**src/rtl/iobs_pkg.sv**
```systemverilog
// Shared types for the I/O bridge slave: transfer-sequencer states and the
// posted-write FIFO entry layout at the default bus widths.
package iobs_pkg;

    localparam int IOBS_AW = 23;
    localparam int IOBS_DW = 16;

    typedef enum logic [1:0] {
        IDLE     = 2'd0,
        START    = 2'd1,
        WAITACT  = 2'd2,
        WAITDONE = 2'd3
    } ts_e;

    typedef struct packed {
        logic [IOBS_AW-1:0] addr;
        logic [IOBS_DW-1:0] data;
        logic               l;
        logic               u;
    } iobs_entry_t;

endpackage

```
**src/rtl/iobs_pwfifo.sv**
```systemverilog
// Circular posted-write buffer: read/write pointers plus an occupancy count,
// head entry presented combinationally from the read pointer.
module iobs_pwfifo
    import iobs_pkg::*;
#(
    parameter int  DEPTH   = 4,
    parameter int  LW      = $clog2(DEPTH + 1),
    parameter type entry_t = iobs_entry_t
) (
    input  logic          clk_i,
    input  logic          rst_ni,
    input  logic          push_i,
    input  entry_t        push_data_i,
    input  logic          pop_i,
    output entry_t        head_o,
    output logic [LW-1:0] level_o,
    output logic          full_o,
    output logic          empty_o
);

    localparam int PW = (DEPTH > 1) ? $clog2(DEPTH) : 1;

    entry_t          mem_q [DEPTH];
    logic [PW-1:0]   rptr_q, rptr_d;
    logic [PW-1:0]   wptr_q, wptr_d;
    logic [LW-1:0]   cnt_q, cnt_d;

    assign head_o  = mem_q[rptr_q];
    assign level_o = cnt_q;
    assign full_o  = (cnt_q == LW'(DEPTH));
    assign empty_o = (cnt_q == '0);

    // NOTE: every variable written in always_comb gets a default first, so no path leaves it unassigned and no latch is inferred.
    always_comb begin
        rptr_d = rptr_q;
        wptr_d = wptr_q;
        cnt_d  = cnt_q;
        if (push_i) wptr_d = wptr_q + 1'b1;
        if (pop_i)  rptr_d = rptr_q + 1'b1;
        case ({push_i, pop_i})
            2'b10:   cnt_d = cnt_q + 1'b1;
            2'b01:   cnt_d = cnt_q - 1'b1;
            default: cnt_d = cnt_q;
        endcase
    end

    // NOTE: sequential state uses non-blocking assignments so every flop samples pre-edge values regardless of statement order.
    always_ff @(posedge clk_i) begin
        if (!rst_ni) begin
            rptr_q <= '0;
            wptr_q <= '0;
            cnt_q  <= '0;
        end else begin
            rptr_q <= rptr_d;
            wptr_q <= wptr_d;
            cnt_q  <= cnt_d;
        end
    end

    // NOTE: the storage array is deliberately not reset; only pointers and count are, which makes stale entries unreachable.
    always_ff @(posedge clk_i) begin
        if (push_i) mem_q[wptr_q] <= push_data_i;
    end

    always_ff @(posedge clk_i) begin
        if (rst_ni) begin
            assert (!(push_i && full_o));
            assert (!(pop_i && empty_o));
        end
    end

endmodule

```
**src/rtl/iobs_fifo.sv**
```systemverilog
// FSB-to-IOBM bridge slave: posted writes go through the FIFO, non-posted
// accesses bypass it once the FIFO has drained, errors are reported per path.
module iobs_fifo
    import iobs_pkg::*;
#(
    parameter int AW    = IOBS_AW,
    parameter int DW    = IOBS_DW,
    parameter int DEPTH = 4,
    parameter int LW    = $clog2(DEPTH + 1)
) (
    input  logic          CLK,
    input  logic          nRES,
    input  logic          nAS,
    input  logic          nWE,
    input  logic          nLDS,
    input  logic          nUDS,
    input  logic          BACT,
    input  logic [AW-1:0] A,
    input  logic [DW-1:0] D,
    input  logic          IOCS,
    input  logic          IORealCS,
    input  logic          IOPWCS,
    output logic          IONPReady,
    output logic          IOPWReady,
    output logic          nBERR_FSB,
    output logic          nDinOE,
    output logic          IORDREQ,
    output logic          IOWRREQ,
    output logic [AW-1:0] IOA,
    output logic [DW-1:0] IOD,
    output logic          IOL,
    output logic          IOU,
    input  logic          IOACT,
    input  logic          IODONEin,
    input  logic          IOBERR,
    output logic [LW-1:0] LEVEL,
    output logic          PWERR,
    input  logic          PWERRclr
);

    typedef struct packed {
        logic [AW-1:0] addr;
        logic [DW-1:0] data;
        logic          l;
        logic          u;
    } entry_t;

    ts_e           ts_q, ts_d;
    logic          ioact_q, iodone_q;
    logic          sent_q, sent_d;
    logic          rdreq_q, rdreq_d;
    logic          wrreq_q, wrreq_d;
    logic [AW-1:0] ioa_q, ioa_d;
    logic [DW-1:0] iod_q, iod_d;
    logic          iol_q, iol_d;
    logic          iou_q, iou_d;
    logic          src_fifo_q, src_fifo_d;
    logic          npready_q, npready_d;
    logic          nberr_q, nberr_d;
    logic          pwerr_q, pwerr_d;

    logic          posted_cyc, push, pop, np_pending, np_start;
    logic          full, empty;
    entry_t        push_entry, head;

    // A write into a posted-write region never waits for IOBM completion.
    assign posted_cyc = IOPWCS && !nWE;
    assign push       = BACT && IOCS && posted_cyc && !sent_q && !full;
    assign np_pending = BACT && IOCS && !posted_cyc && !sent_q;
    assign push_entry = '{addr: A, data: D, l: !nLDS, u: !nUDS};

    iobs_pwfifo #(
        .DEPTH   (DEPTH),
        .LW      (LW),
        .entry_t (entry_t)
    ) u_pwfifo (
        .clk_i       (CLK),
        .rst_ni      (nRES),
        .push_i      (push),
        .push_data_i (push_entry),
        .pop_i       (pop),
        .head_o      (head),
        .level_o     (LEVEL),
        .full_o      (full),
        .empty_o     (empty)
    );

    always_comb begin
        ts_d       = ts_q;
        rdreq_d    = rdreq_q;
        wrreq_d    = wrreq_q;
        ioa_d      = ioa_q;
        iod_d      = iod_q;
        iol_d      = iol_q;
        iou_d      = iou_q;
        src_fifo_d = src_fifo_q;
        pop        = 1'b0;
        np_start   = 1'b0;
        case (ts_q)
            IDLE: begin
                // Draining the FIFO first is what keeps reads behind earlier posted writes.
                if (!empty) begin
                    pop        = 1'b1;
                    ioa_d      = head.addr;
                    iod_d      = head.data;
                    iol_d      = head.l;
                    iou_d      = head.u;
                    rdreq_d    = 1'b0;
                    wrreq_d    = 1'b1;
                    src_fifo_d = 1'b1;
                    ts_d       = START;
                end else if (np_pending) begin
                    np_start   = 1'b1;
                    ioa_d      = A;
                    iod_d      = D;
                    iol_d      = !nLDS;
                    iou_d      = !nUDS;
                    rdreq_d    = nWE;
                    wrreq_d    = !nWE;
                    src_fifo_d = 1'b0;
                    ts_d       = START;
                end
            end
            START:    ts_d = WAITACT;
            WAITACT: begin
                if (ioact_q) begin
                    rdreq_d = 1'b0;
                    wrreq_d = 1'b0;
                    ts_d    = WAITDONE;
                end
            end
            WAITDONE: if (!ioact_q) ts_d = IDLE;
            default:  ts_d = IDLE;
        endcase
    end

    always_comb begin
        sent_d    = sent_q;
        npready_d = npready_q;
        nberr_d   = nberr_q;
        pwerr_d   = pwerr_q;
        if (!BACT) begin
            sent_d    = 1'b0;
            npready_d = 1'b0;
            nberr_d   = 1'b1;
        end else begin
            if (push || np_start)                         sent_d    = 1'b1;
            if (sent_q && !posted_cyc && iodone_q)        npready_d = 1'b1;
            if (sent_q && !posted_cyc && IOBERR)          nberr_d   = 1'b0;
        end
        // Set beats clear so an error arriving with the clear is not lost.
        if ((ts_q != IDLE) && src_fifo_q && IOBERR) pwerr_d = 1'b1;
        else if (PWERRclr)                          pwerr_d = 1'b0;
    end

    always_ff @(posedge CLK) begin
        if (!nRES) begin
            ts_q       <= IDLE;
            ioact_q    <= 1'b0;
            iodone_q   <= 1'b0;
            sent_q     <= 1'b0;
            rdreq_q    <= 1'b0;
            wrreq_q    <= 1'b0;
            ioa_q      <= '0;
            iod_q      <= '0;
            iol_q      <= 1'b0;
            iou_q      <= 1'b0;
            src_fifo_q <= 1'b0;
            npready_q  <= 1'b0;
            nberr_q    <= 1'b1;
            pwerr_q    <= 1'b0;
        end else begin
            ts_q       <= ts_d;
            ioact_q    <= IOACT;
            iodone_q   <= IODONEin;
            sent_q     <= sent_d;
            rdreq_q    <= rdreq_d;
            wrreq_q    <= wrreq_d;
            ioa_q      <= ioa_d;
            iod_q      <= iod_d;
            iol_q      <= iol_d;
            iou_q      <= iou_d;
            src_fifo_q <= src_fifo_d;
            npready_q  <= npready_d;
            nberr_q    <= nberr_d;
            pwerr_q    <= pwerr_d;
        end
    end

    assign IOPWReady = sent_q || !full;
    assign nDinOE    = !(!nAS && BACT && IORealCS && nWE);
    assign IORDREQ   = rdreq_q;
    assign IOWRREQ   = wrreq_q;
    assign IOA       = ioa_q;
    assign IOD       = iod_q;
    assign IOL       = iol_q;
    assign IOU       = iou_q;
    assign IONPReady = npready_q;
    assign nBERR_FSB = nberr_q;
    assign PWERR     = pwerr_q;

endmodule

```
**config.mk**
```make
export PLATFORM = sky130hd
export DESIGN_NAME = iobs_fifo
export DESIGN_NICKNAME = d
export VERILOG_FILES = /design/src/rtl/iobs_pkg.sv /design/src/rtl/iobs_pwfifo.sv /design/src/rtl/iobs_fifo.sv
export SDC_FILE = /design/constraint.sdc
export NUM_CORES = 1
export LEC_CHECK = 0
export CAP_MARGIN = 30
export CORE_MARGIN = 2
export CORE_UTILIZATION = 50
export DETAILED_ROUTE_END_ITERATION = 12
export GPL_TIMING_DRIVEN = 0
export MAX_ROUTING_LAYER = met4
export PLACE_DENSITY = 0.72
export SKIP_CTS_REPAIR_TIMING = 1
export SYNTH_ARGS = -nofsm -noshare
export SYNTH_HDL_FRONTEND = slang
export SYNTH_SLANG_ARGS = --single-unit
export TNS_END_PERCENT = 30
```
**constraint.sdc**
```tcl
create_clock -name CLK -period 2.47 [get_ports CLK]
set_input_delay 0.247 -clock CLK [delete_from_list [all_inputs] [get_ports CLK]]
set_output_delay 0.247 -clock CLK [all_outputs]
set_load 0.05 [all_outputs]
```
# --- Word level (Yosys, flattened, before mapping) ---
# Memories as Yosys holds them, arrays and structs flattened. A register that Yosys moved wholly into a read port is not among the register bits.
# Index checks and enable logic that the tools add are counted.
word_totals:
  out_inout_bits: 51
  reg_bits: 59
  ramBits: 164
  wordCells: 101
  inputBits: 53
  n_memories: 1
mem_list:
  columns: ["memory", "depth", "width", "read_ports", "rd_clocked_by_memory_dff", "write_ports", "line", "rtl"]
  rows:
  - ["u_pwfifo.mem_q", 4, 41, 1, 1, 1, "iobs_pwfifo.sv:23", "entry_t mem_q [DEPTH];"]
op_classes:
  mux: 34
  reduce_logical: 35
  n_eq_ne: 10
  n_addsub: 4
ops:
  columns: ["op", "count"]
  rows:
  - ["two-way mux 23 bit", 2]
  - ["two-way mux 16 bit", 2]
  - ["two-way mux 1 bit", 20]
  - ["logical AND 1 bit", 15]
  - ["two-way mux 2 bit", 6]
  - ["zero test 1 bit", 8]
  - ["case mux 2 bit (4 select lines)", 1]
  - ["nonzero test 2 bit", 4]
  - ["equality test 2 bit, second input constant", 3]
  - ["inequality test 2 bit, second input constant", 3]
  - ["case mux 3 bit (2 select lines)", 1]
  - ["AND reduction 3 bit", 2]
  - ["adder 2 x 1 -> 2 bit, second input constant", 2]
  - ["equality test 2 x 1 -> 1 bit, second input constant", 2]
  - ["case mux 1 bit (2 select lines)", 2]
  - ["AND reduction 2 bit", 2]
  - ["adder 3 x 1 -> 3 bit, second input constant", 1]
  - ["equality test 3 bit, second input constant", 1]
  - ["zero test 3 bit", 1]
  - ["inequality test 3 bit, second input constant", 1]
  - ["subtractor 3 x 1 -> 3 bit, second input constant", 1]
  - ["zero test 2 bit", 1]
  - ["logical OR 1 bit", 2]

# --- Longest topological paths before layout ---
# Gate-level depths: netlist of run 1.
depth:
  depth_word: 9
  ltp_mapped: 11

# --- Hierarchy ---
# A second synthesis of run 1 with hierarchy kept.
hier_totals:
  hier_cells: 509
  hier_area_um2: 8937.3
modules_own_cells:
  columns: ["mod", "cells_each", "seq_area_each_um2", "area_each_um2", "instances"]
  rows:
  - ["iobs_pwfifo", 261, 5104.9, 6417.4, 1]
  - ["iobs_fifo", 248, 1041.0, 2519.9, 1]

# --- Worst setup path before layout of run 1 ---
# No wires, ideal clock.
synth_timing:
  path_type: "flip-flop to flip-flop"
  startpoint: "reg u_pwfifo.cnt_q[0] (netlist: u_pwfifo.level_o[0])"
  endpoint: "mem u_pwfifo.mem_q[2][0] (netlist name), enable pin"
  path_buffers: 0
  t_arrival_ns: 2.304
  slack_ns: -0.236
  synth_period_minus_slack_ns: 2.706
  stages_incl_launch_ff: 4
  cell_sequence: "dfxtp_1 nor3b_1 nor3_2 and2_1"
synth_between:
  elab_chain_len: 5
synth_rtl:
  columns: ["element", "line", "rtl"]
  rows:
  - ["start: declaration", "iobs_pwfifo.sv:26", "logic [LW-1:0] cnt_q, cnt_d;"]
  - ["start signal: assignment", "iobs_pwfifo.sv:56", "cnt_q <= cnt_d;"]
  - ["equality test 3 bit", "iobs_pwfifo.sv:30", "assign full_o = (cnt_q == LW'(DEPTH));"]
  - ["zero test 1 bit", "iobs_fifo.sv:68", "assign push = BACT && IOCS && posted_cyc && !sent_q && !full;"]
  - ["logical AND 1 bit", "iobs_fifo.sv:68", null]
  - ["two-way mux 1 bit", "iobs_pwfifo.sv:62", "if (push_i) mem_q[wptr_q] <= push_data_i;"]
  - ["two-way mux 1 bit (implied by the code)", "iobs_pwfifo.sv:62", null]
  - ["end: declaration", "iobs_pwfifo.sv:23", null]
# Every way passes these cells.

# --- Worst setup path after layout of run 1 ---
layout_timing:
  startpoint: "reg u_pwfifo.cnt_q[1] (netlist: u_pwfifo.level_o[1])"
  endpoint: "reg u_pwfifo.cnt_q[2] (netlist: u_pwfifo.level_o[2])"
layout_between:
  elab_chain_len: 5
  word_cells_on_any_way: 12
  cone_classes: "2 x add/sub; 3 x eq/ne; 3 x mux; 4 x reduce/logical"
layout_rtl:
  columns: ["element", "line", "rtl"]
  rows:
  - ["zero test 3 bit *", "iobs_pwfifo.sv:31", "assign empty_o = (cnt_q == '0);"]
  - ["two-way mux 1 bit *", "iobs_fifo.sv:102", "if (!empty) begin"]
  - ["two-way mux 1 bit *", "iobs_fifo.sv:99", "case (ts_q)"]
  - ["net pop", "iobs_fifo.sv:62", "logic posted_cyc, push, pop, np_pending, np_start;"]
  - ["equality test 2 x 1 -> 1 bit / equality test 2 bit (equally long branches)", "iobs_pwfifo.sv:40", "case ({push_i, pop_i})"]
  - ["case mux 3 bit (2 select lines) / nonzero test 2 bit (equally long branches)", null, null]
# Mark *: on every way through the listed nets, which the timed path passes. The rest lies on a longest branch.
# A chain may end at the register's enable or synchronous reset.

==> impl_metrics.env, run 1 <==
export IMPL_outcome="complete, no violations"
export IMPL_cp_required_ns=2.88
export IMPL_dieArea_um2=18300
export IMPL_overflow=0
export IMPL_clkLatencyLatePin_ns=0.49
export IMPL_drc=0
export IMPL_numCtsBuffers=23
export IMPL_clkSinkCount=225
export IMPL_diodes=0
export IMPL_critPathBufInv=3
export IMPL_worst_pin_slew_ns=0.699
export IMPL_clk_path_buf_depth=3
export IMPL_start_kind="flop"
export IMPL_fmax_mhz=434
export IMPL_die_h_um=135
export IMPL_layout_commonest_cell="edfxtp_1"
export IMPL_crit_fanout=7
export IMPL_nFillCells=1211
export IMPL_initial_utilization_pct=50.5
export IMPL_finalSetupViolCount=0
export IMPL_io_pins=104
export IMPL_drv_cap=0
export IMPL_dr_pass1_iters=4
export IMPL_powerDensity_nw_per_um2=1100
export IMPL_area_growth_pct=25.5
export IMPL_die_w_um=135
export IMPL_cpMaxStageDelayCell="dfxtp_2"
export IMPL_holdCritPathClass="input pin to flop"
export IMPL_async_flop_share_pct=0
export IMPL_grt_pass1_wl_mm=26.7
export IMPL_h_tree_depth=1
export IMPL_ir_worst_vdd_mv=0.646
export IMPL_seqCellArea_um2=6150
export IMPL_place_inst=801
export IMPL_path_cells="or3_1 -> clkbuf_1 -> nand2_2 -> inv_1 -> ha_2 -> inv_1 -> fa_1 -> xor2_1 -> or3_1 -> a21boi_0"
export IMPL_ys_warn_count=0
export IMPL_syn_area_per_cell_um2=18.4
export IMPL_routabilityCongestion=0.719
export IMPL_syn_inst=469
export IMPL_vias=4678
export IMPL_arrival_ns=2.72
export IMPL_mostFrequentLayoutCells="edfxtp_1 (164), clkdlybuf4s50_1 (103), dfxtp_1 (58), mux2i_1 (42), mux4_2 (41)"
export IMPL_final_layout_size_suffix_gt1_share_pct=17.3
export IMPL_port_buffers=103
export IMPL_slew_headroom_pct=53.4
export IMPL_multi_input_area_um2=2320
export IMPL_r2r_slack_ns=0.16
export IMPL_ys_seq_elements=225
export IMPL_syn_nets=532
export IMPL_grt_usage_pct=19.6
export IMPL_synth_top_area_share_pct=57.1
export IMPL_slowest_delay_ns=0.41
export IMPL_drtIter0Drc=280
export IMPL_cts_tree="built"
export IMPL_netlist_top_cell_by_area="edfxtp_1"
export IMPL_synth_flop_cell="edfxtp_1"
export IMPL_ys_seq_area_share_pct=71.3
export IMPL_path_delay_family="simple AND/OR/NAND/NOR gates"
export IMPL_hold_viol=0
export IMPL_routed_wirelength_mm=16.9
export IMPL_final_period_utilization_pct=93.4
export IMPL_skew_ns=0.0114
export IMPL_cts_root_buf="clkbuf_16"
export IMPL_period_needed_ns=2.31
export IMPL_nets=667
export IMPL_finalSetupTns_ns=0
export IMPL_antenna_found_initial=0
export IMPL_grt_max_degree=25
export IMPL_synth_area_um2=8620
export IMPL_via_per_inst=5.54
export IMPL_crit_type="flop to flop"
export IMPL_synth_edf_count=164
export IMPL_ant_nets=0
export IMPL_synthTopCellsByArea="edfxtp_1 (57%), dfxtp_1 (14%), mux4_2 (11%)"
export IMPL_fp_coreArea_um2=17100
export IMPL_rows=48
export IMPL_hpwl_mm=10.8
export IMPL_cts_reportedPaths_clkPinSlew_ns=0.06
export IMPL_layout_cells_non_filler=845
export IMPL_wire_per_inst_um=20.0
export IMPL_grt_pass1_vias=4986
export IMPL_rsz0062_at_grt="false"
export IMPL_p_leak_nw=3.50
export IMPL_synth_cell_types=40
export IMPL_slew_viol_final=0
export IMPL_cp_end_kind="flop"
## state kept, by name (all words and copies together) (netlist names), 2 cells and up, named ones only
name,cells
IOA,23
IOD,16
ts_q,2
u_pwfifo.level_o,3
u_pwfifo.mem_q,164
u_pwfifo.rptr_q,2
u_pwfifo.wptr_q,2
## path summary, 6_finish.rpt
check / cells after the start / start / endpoint
worst min-delay path: 2 / IOACT / ioact_q
worst max register to register: 10 / u_pwfifo.level_o[1] / u_pwfifo.level_o[2]
worst max-delay path: 10 / u_pwfifo.level_o[1] / u_pwfifo.level_o[2]
worst min register to register: 1 / IOD[8] / IOD[8]
## power by group
| part | switching (mW) | total, mW | internal (mW) | leakage [nW] |
|---|---|---|---|---|
| Clock | 1.31 | 3.42 | 2.11 | 0.366 |
| Combinational | 2.28 | 3.85 | 1.57 | 1.16 |
| Sequential | 0.214 | 4.61 | 4.40 | 1.98 |
| Total | 3.80 | 11.9 | 8.08 | 3.50 |
## logic make-up (layout without fill, tap and decap cells)
kind of cell	after synthesis	in the layout	share of synthesized area [%]
adders and majority gates	10	10	1.54
AOI/OAI and AO/OA	63	63	5.83
DFF	225	225	71.3
buffers and inverters	36	187	2.00
xor gates and xnor gates	5	5	0.508
muxes	83	83	15.6
and+or+nand+nor	47	47	3.24
## final cells by class
type / instances / share of cell area (%)
buffer: 25 / 1.21
clock inverter: 8 / 1.02
sequential: 225 / 56.9
multi-input combinational: 208 / 21.5
clock buffer: 33 / 5.95
inverter: 11 / 0.382
tap: 225 / 2.60
timing repair buffer: 110 / 10.5
## layer usage
layer	vias up	wire, um	track usage, %
met4	0	310	5.32
li1	2135	-	-
met2	129	8260	31.2
met3	28	938	3.37
met5	-	0	-
met1	2386	7400	26.4
## synthesized netlist by cell type (2+ instances only)
library cell	n
buf_1	4
nand2_1	10
buf_2	9
dfxtp_1	61
mux4_2	41
inv_1	11
ha_1	9
a21oi_1	4
o2bb2ai_1	37
a21boi_0	5
mux2i_1	42
o22ai_1	4
xnor2_1	4
nor2_1	3
o21ai_0	6
and2_1	12
nand3_1	3
nand2b_1	3
buf_6	3
edfxtp_1	164
or3_1	2
nor2b_1	2
nand3b_1	4
nor3_1	3
clkbuf_1	8
## through the flow
step | setup WS (ns) | instance area [um2] | util, % | power [mW] | hold slack [ns]
floorplan | -0.236 | 8620 | - | 7.36 | 0.346
global placement | -1.26 | 9940 | 58.3 | 8.45 | 0.443
detailed placement | -0.282 | 10000 | 58.7 | 8.52 | 0.447
CTS | -0.0529 | 10800 | 63.2 | 12.0 | 0.327
global route | 0.0107 | 10800 | 63.4 | 12.4 | 0.331
finish | 0.164 | 10800 | 63.4 | 11.9 | 0.340
No activity file was read; power rests on OpenSTA's default activity.
==> inputs of run 2 (changes only) <==
Settings changed: REMOVE_ABC_BUFFERS set to 1.
==> run 2 against run 1 <==
Against the previous run:
- clock power about the same
- die area did not move
- wire length is 1.8% higher
- sequential power up 3%
- clock skew decreased by 0.0019 ns
- highest routed layer unchanged
==> impl_metrics.env, run 2 (synthesis results as in run 1) <==
export IMPL_p_clk_share_pct=28.6
export IMPL_start_kind="flop"
export IMPL_final_period_utilization_pct=95.1
export IMPL_cts_reportedPaths_clkPinSlew_ns=0.06
export IMPL_arrival_ns=2.75
export IMPL_holdCritPathClass="input pin to flop"
export IMPL_clkSinkCount=225
export IMPL_ir_worst_vdd_mv=0.767
export IMPL_p_comb_share_pct=31.6
export IMPL_finalSetupViolCount=0
export IMPL_hold_viol=0
export IMPL_io_pins=104
export IMPL_grt_usage_pct=19.3
export IMPL_switching_share_pct=32.3
export IMPL_crit_fanout=9
export IMPL_grt_max_degree=42
export IMPL_hold_ws_ns=0.333
export IMPL_overflow=0
export IMPL_clk_path_buf_depth=3
export IMPL_final_cell_area_um2=10800
export IMPL_final_layout_size_suffix_gt1_share_pct=17.2
export IMPL_dieArea_um2=18300
export IMPL_layout_commonest_cell="edfxtp_1"
export IMPL_top_register="u_pwfifo.mem_q"
export IMPL_via_per_inst=5.54
export IMPL_place_area_um2=9990
export IMPL_p_int_mw=8.11
export IMPL_crit_type="flop to flop"
export IMPL_cts_tree="built"
export IMPL_h_tree_depth=1
export IMPL_grt_pass1_wl_mm=26.2
export IMPL_initial_utilization_pct=50.5
export IMPL_slew_viol_final=0
export IMPL_period_needed_ns=2.35
export IMPL_fmax_mhz=426
export IMPL_powerDensity_nw_per_um2=1110
export IMPL_drc=0
export IMPL_ant_nets=0
export IMPL_largest_reg_flops=164
export IMPL_cts_root_buf="clkbuf_16"
export IMPL_clkLatencyLatePin_ns=0.49
export IMPL_routed_wirelength_mm=17.2
export IMPL_antenna_found_initial=0
export IMPL_outcome="complete, no violations"
export IMPL_die_w_um=135
export IMPL_slew_headroom_pct=42.0
export IMPL_port_buffers=103
export IMPL_p_sw_mw=3.87
export IMPL_skew_ns=0.00946
export IMPL_vias=4561
export IMPL_worst_pin_slew_ns=0.870
export IMPL_nFillCells=1223
export IMPL_dp_slack_ns=-0.744
export IMPL_cp_required_ns=2.87
export IMPL_grt_pass1_vias=4790
export IMPL_mostFrequentLayoutCells="edfxtp_1 (164), clkdlybuf4s50_1 (103), dfxtp_1 (56), mux2i_1 (42), mux4_2 (41)"
export IMPL_layout_cells_non_filler=824
export IMPL_place_inst=780
export IMPL_cp_end_kind="flop"
export IMPL_fp_coreArea_um2=17100
export IMPL_seqPwrFrac_pct=39.8
export IMPL_p_leak_nw=3.46
export IMPL_postLayoutSetupSlackWorst_ns=0.122
export IMPL_area_growth_pct=25.3
export IMPL_routabilityCongestion=0.744
export IMPL_dr_pass1_iters=6
export IMPL_hpwl_mm=10.3
export IMPL_finalSetupTns_ns=0
export IMPL_rows=48
export IMPL_diodes=0
export IMPL_rsz0062_at_grt="false"
export IMPL_nets=646
export IMPL_wire_per_inst_um=20.9
export IMPL_die_h_um=135
export IMPL_numCtsBuffers=23
export IMPL_drtIter0Drc=292
export IMPL_drv_cap=0
-- run 2: final timing paths --
check	start	endpoint	slack [ns]	cells past startpoint
min	IOACT	ioact_q	0.33	2
max	ts_q[0]	u_pwfifo.level_o[2]	0.12	10
max reg2reg	ts_q[0]	u_pwfifo.level_o[2]	0.12	10
min reg2reg	IOD[1]	IOD[1]	0.46	1
-- run 2: worst max-delay path: stages (launching register included) --
cell and delay [ns]:
dfxtp_1 0.33, inv_1 0.15, ha_4 0.24, nand2_2 0.14, inv_1 0.10, ha_1 0.18, inv_1 0.06, fa_1 0.37
xor2_1 0.16, or3_1 0.30, a21boi_0 0.21
-- run 2: cell type report --
class / instances / area (um2) / share of cell area (%)
sequential: 225 / 6150 / 57.0
multi-input combinational: 209 / 2360 / 21.8
timing repair buffer: 113 / 1220 / 11.3
clock buffer: 33 / 633 / 5.86
tap: 225 / 282 / 2.61
clock inverter: 8 / 113 / 1.04
inverter: 11 / 41.3 / 0.382
-- run 2: power groups by stage --
| stage | Sequential (mW) | Clock [mW] | Combinational (mW) |
|---|---|---|---|
| floorplan | 5.69 | 0 | 1.58 |
| global placement | 4.89 | 0 | 3.60 |
| detailed placement | 4.84 | 0 | 3.68 |
| CTS | 4.76 | 3.50 | 3.70 |
| global route | 4.83 | 3.64 | 3.99 |
| finish | 4.77 | 3.43 | 3.79 |
-- run 2: metal layers --
layer | GRT usage [%] | vias up | wire length, um
li1 | - | 2098 | -
met1 | 24.9 | 2340 | 7230
met2 | 32.9 | 108 | 8940
met3 | 3.07 | 15 | 843
met4 | 3.76 | 0 | 195
met5 | - | - | 0
-- run 2: per-stage QoR --
stage	power, mW	util [%]
finish	12.0	63.3
global route	12.5	63.3
CTS	12.0	63.0
detailed placement	8.52	58.6
global placement	8.49	57.5
floorplan	7.27	-
